<file path="src/rtl/mac_arbiter_if.sv">
`default_nettype none
// ============================================================================
//  Module      : mac_arbiter_if
//  Description : Bundle between the four requesters / shared MAC register and
//                the round-robin MAC arbiter. The master side is the
//                environment (requesters plus MAC); the slave side is the
//                arbiter.
//  Revision    : 1.0 - initial release
// ============================================================================
interface mac_arbiter_if #(
    parameter int REG_IN  = 7,
    parameter int REG_OUT = 15
);
    logic               en;
    logic [3:0]         req;
    logic [REG_IN:0]    a0, a1, a2, a3;
    logic [REG_IN:0]    b0, b1, b2, b3;
    logic [REG_IN:0]    c0, c1, c2, c3;
    logic [3:0]         gnt;
    logic [REG_IN:0]    mac_a, mac_b, mac_c;
    logic [REG_OUT:0]   mac_result;
    logic               res_valid;
    logic [1:0]         res_id;
    logic [REG_OUT:0]   res_data;
    logic               idle;

    modport master (
        output en, req, a0, a1, a2, a3, b0, b1, b2, b3, c0, c1, c2, c3, mac_result,
        input  gnt, mac_a, mac_b, mac_c, res_valid, res_id, res_data, idle
    );

    modport slave (
        input  en, req, a0, a1, a2, a3, b0, b1, b2, b3, c0, c1, c2, c3, mac_result,
        output gnt, mac_a, mac_b, mac_c, res_valid, res_id, res_data, idle
    );
endinterface
`default_nettype wire

</file>
<file path="src/rtl/mac_arbiter.sv">
`default_nettype none
// ============================================================================
//  Module      : mac_arbiter
//  Description : Round-robin arbiter sharing one registered MAC between four
//                requesters. One grant per cycle in RUN, operands registered
//                at the grant edge, result returned two cycles after the
//                grant tagged with the owning requester index.
//  Revision    : 1.0 - initial release
// ============================================================================
module mac_arbiter #(
    parameter int REG_IN  = 7,
    parameter int REG_OUT = 15,
    parameter int N_REQ   = 4
) (
    input wire          clk,
    input wire          reset,
    mac_arbiter_if.slave bus
);

    localparam logic [1:0] c_IDLE  = 2'd0;
    localparam logic [1:0] c_RUN   = 2'd1;
    localparam logic [1:0] c_DRAIN = 2'd2;

    logic [1:0]         r_state;
    logic [1:0]         w_state_nxt;
    logic [1:0]         r_ptr;
    logic [1:0]         w_idx;
    logic [3:0]         w_gnt;
    logic               w_gnt_any;
    logic [1:0]         w_gnt_id;

    logic [REG_IN:0]    w_op_a, w_op_b, w_op_c;
    logic [REG_IN:0]    r_mac_a, r_mac_b, r_mac_c;

    logic               r_v1, r_v2;
    logic [1:0]         r_id1, r_id2;
    logic [REG_OUT:0]   w_res_data;

    // State register
    always_ff @(posedge clk or posedge reset) begin
        if (reset) begin
            r_state <= c_IDLE;
        end else begin
            r_state <= w_state_nxt;
        end
    end

    // Next state and round-robin grant; search begins just after the last winner
    always_comb begin
        w_state_nxt = r_state;
        w_gnt       = 4'b0000;
        w_gnt_any   = 1'b0;
        w_gnt_id    = r_ptr;
        w_idx       = r_ptr;
        case (r_state)
            c_IDLE: begin
                if (bus.en) begin
                    w_state_nxt = c_RUN;
                end
            end
            c_RUN: begin
                if (!bus.en) begin
                    w_state_nxt = c_DRAIN;
                end
                for (int i = 1; i <= N_REQ; i++) begin
                    w_idx = r_ptr + 2'(i);
                    if (!w_gnt_any && bus.req[w_idx]) begin
                        w_gnt_any = 1'b1;
                        w_gnt_id  = w_idx;
                    end
                end
                if (w_gnt_any) begin
                    w_gnt[w_gnt_id] = 1'b1;
                end
            end
            c_DRAIN: begin
                // A fresh enable wins over finishing the drain
                if (bus.en) begin
                    w_state_nxt = c_RUN;
                end else if (!r_v1 && !r_v2) begin
                    w_state_nxt = c_IDLE;
                end
            end
            default: begin
                w_state_nxt = c_IDLE;
            end
        endcase
    end

    // Operand mux for the requester currently being granted
    always_comb begin
        w_op_a = bus.a0;
        w_op_b = bus.b0;
        w_op_c = bus.c0;
        case (w_gnt_id)
            2'd1: begin
                w_op_a = bus.a1;
                w_op_b = bus.b1;
                w_op_c = bus.c1;
            end
            2'd2: begin
                w_op_a = bus.a2;
                w_op_b = bus.b2;
                w_op_c = bus.c2;
            end
            2'd3: begin
                w_op_a = bus.a3;
                w_op_b = bus.b3;
                w_op_c = bus.c3;
            end
            default: begin
            end
        endcase
    end

    // Round-robin pointer and MAC operand registers, updated only on a grant
    always_ff @(posedge clk or posedge reset) begin
        if (reset) begin
            r_ptr   <= 2'd3;
            r_mac_a <= '0;
            r_mac_b <= '0;
            r_mac_c <= '0;
        end else if (w_gnt_any) begin
            r_ptr   <= w_gnt_id;
            r_mac_a <= w_op_a;
            r_mac_b <= w_op_b;
            r_mac_c <= w_op_c;
        end
    end

    // Two-stage valid/id pipeline matching operand register plus MAC register
    always_ff @(posedge clk or posedge reset) begin
        if (reset) begin
            r_v1  <= 1'b0;
            r_v2  <= 1'b0;
            r_id1 <= 2'd0;
            r_id2 <= 2'd0;
        end else begin
            r_v1  <= w_gnt_any;
            r_v2  <= r_v1;
            if (w_gnt_any) begin
                r_id1 <= w_gnt_id;
            end
            r_id2 <= r_id1;
        end
    end

    assign w_res_data    = bus.mac_result;

    assign bus.gnt       = w_gnt;
    assign bus.mac_a     = r_mac_a;
    assign bus.mac_b     = r_mac_b;
    assign bus.mac_c     = r_mac_c;
    assign bus.res_valid = r_v2;
    assign bus.res_id    = r_id2;
    assign bus.res_data  = w_res_data;
    assign bus.idle      = (r_state == c_IDLE) && !r_v1 && !r_v2;

endmodule
`default_nettype wire

</file>
<file path="src/flat_wrapper.sv">
// flat-port wrapper written by rule: the top's interface ports become plain ports
module mac_arbiter_flat 
#(
    parameter int REG_IN  = 7,
    parameter int REG_OUT = 15,
    parameter int N_REQ   = 4
)
  (clk, reset, bus_en, bus_req, bus_a0, bus_a1, bus_a2, bus_a3, bus_b0, bus_b1, bus_b2, bus_b3, bus_c0, bus_c1, bus_c2, bus_c3, bus_mac_result, bus_gnt, bus_mac_a, bus_mac_b, bus_mac_c, bus_res_valid, bus_res_id, bus_res_data, bus_idle);
  mac_arbiter_if #(.REG_IN(REG_IN), .REG_OUT(REG_OUT)) bus_i ();
  input wire clk;
  input wire reset;
  input wire logic [$bits(bus_i.en)-1:0] bus_en;
  input wire logic [$bits(bus_i.req)-1:0] bus_req;
  input wire logic [$bits(bus_i.a0)-1:0] bus_a0;
  input wire logic [$bits(bus_i.a1)-1:0] bus_a1;
  input wire logic [$bits(bus_i.a2)-1:0] bus_a2;
  input wire logic [$bits(bus_i.a3)-1:0] bus_a3;
  input wire logic [$bits(bus_i.b0)-1:0] bus_b0;
  input wire logic [$bits(bus_i.b1)-1:0] bus_b1;
  input wire logic [$bits(bus_i.b2)-1:0] bus_b2;
  input wire logic [$bits(bus_i.b3)-1:0] bus_b3;
  input wire logic [$bits(bus_i.c0)-1:0] bus_c0;
  input wire logic [$bits(bus_i.c1)-1:0] bus_c1;
  input wire logic [$bits(bus_i.c2)-1:0] bus_c2;
  input wire logic [$bits(bus_i.c3)-1:0] bus_c3;
  input wire logic [$bits(bus_i.mac_result)-1:0] bus_mac_result;
  output wire logic [$bits(bus_i.gnt)-1:0] bus_gnt;
  output wire logic [$bits(bus_i.mac_a)-1:0] bus_mac_a;
  output wire logic [$bits(bus_i.mac_b)-1:0] bus_mac_b;
  output wire logic [$bits(bus_i.mac_c)-1:0] bus_mac_c;
  output wire logic [$bits(bus_i.res_valid)-1:0] bus_res_valid;
  output wire logic [$bits(bus_i.res_id)-1:0] bus_res_id;
  output wire logic [$bits(bus_i.res_data)-1:0] bus_res_data;
  output wire logic [$bits(bus_i.idle)-1:0] bus_idle;
  assign bus_i.en = bus_en;
  assign bus_i.req = bus_req;
  assign bus_i.a0 = bus_a0;
  assign bus_i.a1 = bus_a1;
  assign bus_i.a2 = bus_a2;
  assign bus_i.a3 = bus_a3;
  assign bus_i.b0 = bus_b0;
  assign bus_i.b1 = bus_b1;
  assign bus_i.b2 = bus_b2;
  assign bus_i.b3 = bus_b3;
  assign bus_i.c0 = bus_c0;
  assign bus_i.c1 = bus_c1;
  assign bus_i.c2 = bus_c2;
  assign bus_i.c3 = bus_c3;
  assign bus_i.mac_result = bus_mac_result;
  assign bus_gnt = bus_i.gnt;
  assign bus_mac_a = bus_i.mac_a;
  assign bus_mac_b = bus_i.mac_b;
  assign bus_mac_c = bus_i.mac_c;
  assign bus_res_valid = bus_i.res_valid;
  assign bus_res_id = bus_i.res_id;
  assign bus_res_data = bus_i.res_data;
  assign bus_idle = bus_i.idle;
  mac_arbiter #(.REG_IN(REG_IN), .REG_OUT(REG_OUT), .N_REQ(N_REQ)) u_core (.clk(clk), .reset(reset), .bus(bus_i));
endmodule
</file>
<file path="config.mk">
export PLATFORM = sky130hd
export DESIGN_NAME = mac_arbiter_flat
export DESIGN_NICKNAME = d
export VERILOG_FILES = /design/src/rtl/mac_arbiter_if.sv /design/src/rtl/mac_arbiter.sv /design/src/flat_wrapper.sv
export SDC_FILE = /design/constraint.sdc
export NUM_CORES = 1
export LEC_CHECK = 0
export CORE_MARGIN = 10
export CORE_UTILIZATION = 36
export DETAILED_ROUTE_END_ITERATION = 16
export GPL_ROUTABILITY_DRIVEN = 0
export GPL_TIMING_DRIVEN = 0
export HOLD_SLACK_MARGIN = 0.15
export PLACE_DENSITY = 0.82
export SYNTH_ARGS = -nofsm -noshare
export SYNTH_HDL_FRONTEND = slang
export SYNTH_SLANG_ARGS = --single-unit
</file>
<file path="constraint.sdc">
create_clock -name clk -period 1.9 [get_ports clk]
set_input_delay 0.38 -clock clk [delete_from_list [all_inputs] [get_ports clk]]
set_output_delay 0.38 -clock clk [all_outputs]
set_load 0.05 [all_outputs]
</file>
**Word-level counts from Yosys, hierarchy flattened**

Cells that the tools add are included.

- Bits in registers: 34
- Logic and storage cells: 75
- Input port bits: 119
- Output and inout port bits: 48

- Order comparisons: 6
- Equality and inequality tests: 8
- Add/sub/neg operators: 3
- Multiplexer cells: 35
- Reduce and logical (&&, ||, !) cells: 14

Operator list:

| operator | count |
|---|---|
| $pmux 8 s3 | 3 |
| $mux 2 | 10 |
| $lt 2x3->1 const B | 5 |
| $mux 1 | 14 |
| $bmux 1 s2 | 4 |
| $mux 4 | 2 |
| $logic_and 1x1->1 | 7 |
| $eq 2x2->1 const B | 3 |
| $pmux 2 s3 | 1 |
| $logic_not 1->1 | 5 |
| $add 2x2->2 const B | 2 |
| $eq 2x1->1 const B | 2 |
| $ne 2x2->1 const B | 2 |
| $ne 3x2->1 const B | 1 |
| $reduce_and 3->1 | 1 |
| $add 2x1->2 const B | 1 |
| $demux 1 s2 | 1 |
| $ge 2x1->1 const B | 1 |
| $logic_not 2->1 | 1 |

**Depth between registers and ports, before layout**

- Word-level depth: 23
- Depth in mapped cells: 9
- Mapped depth without buffers: 6

**Worst setup path after synthesis**

No wires, ideal clock.

- Path kind: flip-flop to output port
- Start: register u_core.r_ptr[0]
- End: output port bus_gnt[3]
- Required time: 1.520 ns
- Path buffers: 3
- Stages on the path, launching flop included: 9
- Slack: -1.109 ns
- Arrival time: 2.629 ns
- Cell sequence: dfstp_2 -> buf_2 -> inv_1 -> a31oi_1 -> nor2_1 -> a211oi_2 -> buf_2 -> buf_4 -> nor3b_1

- Cells in the longest elaborated chain, start to end: 23
- Elaborated cells between the ends (all ways): 37
- Classes of those cells: 3 x add/sub; 2 x order compare; 25 x mux; 7 x reduce/logical

Ends and longest elaborated chain:

| what | line | source |
|---|---|---|
| from (decl) | mac_arbiter.sv:26 | `logic [1:0] r_ptr;` |
| from (signal assigned) | mac_arbiter.sv:124 | `r_ptr <= w_gnt_id;` |
| $add 2x1->2 | mac_arbiter.sv:66 | `w_idx = r_ptr + 2'(i);` |
| $bmux 1 s2 | mac_arbiter.sv:67 | `if (!w_gnt_any && bus.req[w_idx]) begin` |
| $mux 1 (implied by the code) | mac_arbiter.sv:67 |  |
| $mux 1 | mac_arbiter.sv:67 |  |
| $mux 1 | mac_arbiter.sv:55 | `case (r_state)` |
| $logic_not 1->1 | mac_arbiter.sv:67 |  |
| $logic_and 1x1->1 | mac_arbiter.sv:67 |  |
| $mux 1 | mac_arbiter.sv:67 |  |
| [7 not listed] | -- |  |
| $mux 2 | mac_arbiter.sv:67 |  |
| $mux 2 | mac_arbiter.sv:55 |  |
| $lt 2x3->1 (implied by the code) or $ge 2x1->1 (tied branches) | mac_arbiter.sv:73 | `w_gnt[w_gnt_id] = 1'b1;` |
| $logic_and 1x1->1 (implied by the code) | mac_arbiter.sv:73 |  |
| $mux 1 (implied by the code) | mac_arbiter.sv:73 |  |
| $demux 1 s2 | -- |  |
| $mux 4 * | mac_arbiter.sv:72 | `if (w_gnt_any) begin` |
| $mux 4 * | mac_arbiter.sv:55 |  |
| to (decl) | flat_wrapper.sv:27 | `output wire logic [$bits(bus_i.gnt)-1:0] bus_gnt;` |

Every way passes the cells marked *; elsewhere a longest branch is shown, timed or not. The select of a mux whose other input is x is not followed.

**Worst setup path after layout**

Ends and elaborated chain as after synthesis.

==> results.tsv <==
stage	metric	value	unit
outcome	status	complete, but fails checks	
outcome	violated checks	setup timing	
floorplan	Row Count	33	
timing	Final Hold Fails	0	
hold_path	Hold Path Depth	0	
worst_setup_path	Critical Path RT	1.52	ns
route	post-route ant nets	0	
timing	max_slew headroom	0.3842	
timing	RSZ-0062 raised after global routing	yes	
synthesis	top-count cell post-synth	nor2_1	
worst_setup_path	arrival time worst endpoint	2.16	ns
worst_setup_path	Worst path most repeated cell	buf_6	
worst_setup_path	Critical R2R Capture	u_core.bus.mac_a[4]	
worst_setup_path	WS Path Type	reg2out	
timing	Fin Setup TNS	-15.58	ns
floorplan	Initial Utilization	0.3646	
pwr	Leak	2.350	nW
route	final wirelength	16.03	mm
floorplan	Die Y	110.8	µm
grt	largest net degree at the start of global routing	35	
worst_setup_path	worst r2r src	u_core.r_ptr[1]	
synthesis	flops & latches, synth	34	
synthesis	simple-gate share of the synthesized area	0.1333	
cts	cts bufs inserted	5	
synthesis	compound-cell area share of the yosys netlist	0.3747	
synthesis	Distinct cells, synth	39	
placed_design	PortBufs	150	
synthesis	Area contributors post-synth	dfrtp_1 (27%), a221oi_1 (13%), mux2i_1 (8.1%)	
synthesis	Syn Area/Cell	8.472	µm²
route	TritonRoute pass-1 iters	7	
worst_setup_path	Critical Path Max Stage Delay	0.54	ns
timing	Worst Tran Pin Value	0.9237	ns
synthesis	Synth Cell Area	0.002965	mm²
cts	clock buffer depth	2	
timing	hold slack	0.3911	ns
timing	Period Utilization, post-route	1.337	
synthesis	sequential area share after synthesis	0.2878	
cts	Root Driver	clkbuf_8	
route	post-DR vias/cell	6.289	
synthesis	syn nets	469	
synthesis	most frequent cells after synthesis	nor2_1 (55), a221oi_1 (43), dfrtp_1 (32)	
synthesis	Post-Synth XOR/XNOR Area	0	
route	DRC Markers	0	
finish	area grow syn2layout	103.6	%
cts	CTS tree	yes	
timing	Slew Viols, Final	0	
synthesis	Synth Area in Adders	0	
cts	H-tree depth	2	
worst_setup_path	Worst setup EP type	output port	
timing	Finish-stage setup viols	30	
cts	CTS sink count	34	
worst_setup_path	slowest cell on the critical path	dfstp_2	
timing	Fin Clk Skew	0.01033	ns
synthesis	asr flop ratio synth	1.000	
finish	Fillers	517	
hold_path	HP Class	reg2reg	
grt	wire length of the first global-routing pass	22.11	mm
timing	Final WS setup	-0.6408	ns
hold_path	hold_sp	u_core.r_id1[0]	
worst_setup_path	critical-path maximum fanout	7	
cts	Worst-Skew Late Latency	0.30	ns
grt	initial antenna violation count	0	
pwr	P per Cell Area	1317	mW/mm²
synthesis	yosys warns	0	
hold_path	worst hold endpoint	u_core.bus.res_id[0]	
cts	Clock Pin Slew Worst Setup and Hold Paths	0.09	ns
route	wire per inst	24.29	µm
worst_setup_path	crit path cell chain	buf_6, inv_4, a31oi_2, nor2_1, a211oi_2, buf_4, buf_8, nor3b_4, buf_6	
floorplan	chip width	110.8	µm
synthesis	EDFF count, synth	0	
pwr	VDD IR max	0.6718	mV
finish	multi-input gate area in the final layout	0.002465	mm²
floorplan	die area	0.01227	mm²
finish	Layout Nets	673	
finish	Final Util	0.7423	
synthesis	Syn Inst Count	350	
route	Vias	4151	
flow_run	max-cap violations	0	
worst_setup_path	Critical Path Source Type	flip-flop	
timing	min cycle time layout	2.541	ns
grt	GR Util All Layers	0.2132	
synthesis	Top FF cell, synth	dfrtp_1	
synthesis	post-synth top area cell	dfrtp_1	
finish	ANT cells	0	
finish	fraction of layout cells with a size suffix above 1	0.3766	
synthesis	post-synthesis mux area share	0.08861	
grt	GRT overflow	0	
placed_design	post-DP HPWL	9.751	mm
floorplan	core area	0.008134	mm²
floorplan	# IOs	167	
route	DRT iter0 DRCs	363	
worst_setup_path	flop2flop setup slack	-0.60	ns
timing	fmax	393.6	MHz
grt	vias in the first global route	4059	
synthesis	largest family of logic cells by synthesized area	compound AO/OA/AOI/OAI gates	
synthesis	top-area cell type share of the netlist area	0.2700	
finish	Register Area	853.3	µm²
worst_setup_path	R2R cell count	12	
==> worst max-delay path, delay by kind of cell, from the launching register on <==
kind            cells  cell delay, ns
simple gates        2            0.25
flops               1            0.54
buf+inv             5            0.67
compound gates      2            0.41
==> per-stage QoR <==
stage / instances / area (µm²) / setup slack, ns / total power [W]
floorplan: 350 / 3089 / -0.3555 / 0.004001
global placement: 605 / 4722 / -1.467 / 0.005233
detailed placement: 605 / 4722 / -1.528 / 0.005327
CTS: 644 / 5474 / -0.5251 / 0.007146
global route: 660 / 6038 / -0.7199 / 0.008250
finish: 660 / 6038 / -0.6408 / 0.007949
==> registers in the layout (all words and copies together), names as in the netlist <==
| name | flops |
|---|---|
| u_core.bus.mac_b | 8 |
| u_core.bus.res_id | 2 |
| u_core.r_v1 | 1 |
| u_core.r_id1 | 2 |
| u_core.bus.mac_c | 8 |
| u_core.r_state | 2 |
| u_core.bus.mac_a | 8 |
| u_core.bus.res_valid | 1 |
| u_core.r_ptr | 2 |
==> worst max path at each step <==
stage / end / slack (ns) / startpoint / cells past startpoint
after detailed placement: bus_gnt[3] / -1.53 / bus_req[3] / 9
after global routing: bus_gnt[3] / -0.72 / u_core.r_ptr[0] / 9
after CTS: bus_gnt[3] / -0.53 / u_core.r_ptr[1] / 9
after floorplan: bus_gnt[3] / -0.36 / u_core.r_ptr[1] / 8
after global placement: bus_gnt[3] / -1.47 / bus_req[3] / 9
final: bus_gnt[3] / -0.64 / u_core.r_ptr[0] / 9
==> kinds of logic after synthesis <==
| family | Yosys count |
|---|---|
| AO/OA/AOI/OAI | 133 |
| AND/OR/NAND/NOR | 97 |
| buffers and inverters | 61 |
| multiplexers | 25 |
| flip-flops | 34 |
==> layout make-up <==
class | instances | area share
sequential | 34 | 0.1413
timing repair buffer | 200 | 0.3369
tap | 105 | 0.02176
clock buffer | 5 | 0.01140
inverter | 6 | 0.004144
multi-input combinational | 255 | 0.4082
buffer | 52 | 0.06486
clock inverter | 3 | 0.01140
==> cells in the final DEF (no fill, tap or decap), types with 8 or more instances in the layout <==
cell type	count
a2111oi_4	8
a221oi_1	14
clkdlybuf4s50_1	134
a21oi_1	17
nor2_1	50
mux2i_1	15
nand2_1	25
a2111oi_2	13
buf_4	48
dfrtp_1	32
a21oi_2	9
clkbuf_1	10
a221oi_2	27
a32oi_1	19
buf_6	22
==> metal layers <==
metal | share of wire | up-vias | track usage | routed length (µm)
met4 | 0.051 | 0 | 0.07552 | 824
met2 | 0.49 | 327 | 0.3589 | 7810
met3 | 0.10 | 92 | 0.06277 | 1599
li1 | - | 1780 | - | -
met5 | 0 | - | 0 | 0
met1 | 0.36 | 1952 | 0.2506 | 5797
==> report_power, final <==
part | switching, W | internal, W | total [W]
Clock | 0.000319 | 0.000526 | 0.000845
Sequential | 0.000162 | 0.00103 | 0.00119
Combinational | 0.00336 | 0.00256 | 0.00592
Total | 0.00384 | 0.00411 | 0.00795
==> timing repair <==
action | CTS | global route
setup buffers | 30 | 20
hold endpoints to repair | 0 | 0
setup endpoints to repair | 31 | 39
hold buffers | 0 | 0
resized for setup | 136 | 80
cloned | 3 | 1
pin swaps | 20 | 26
Power figures use the tool's default switching activity.
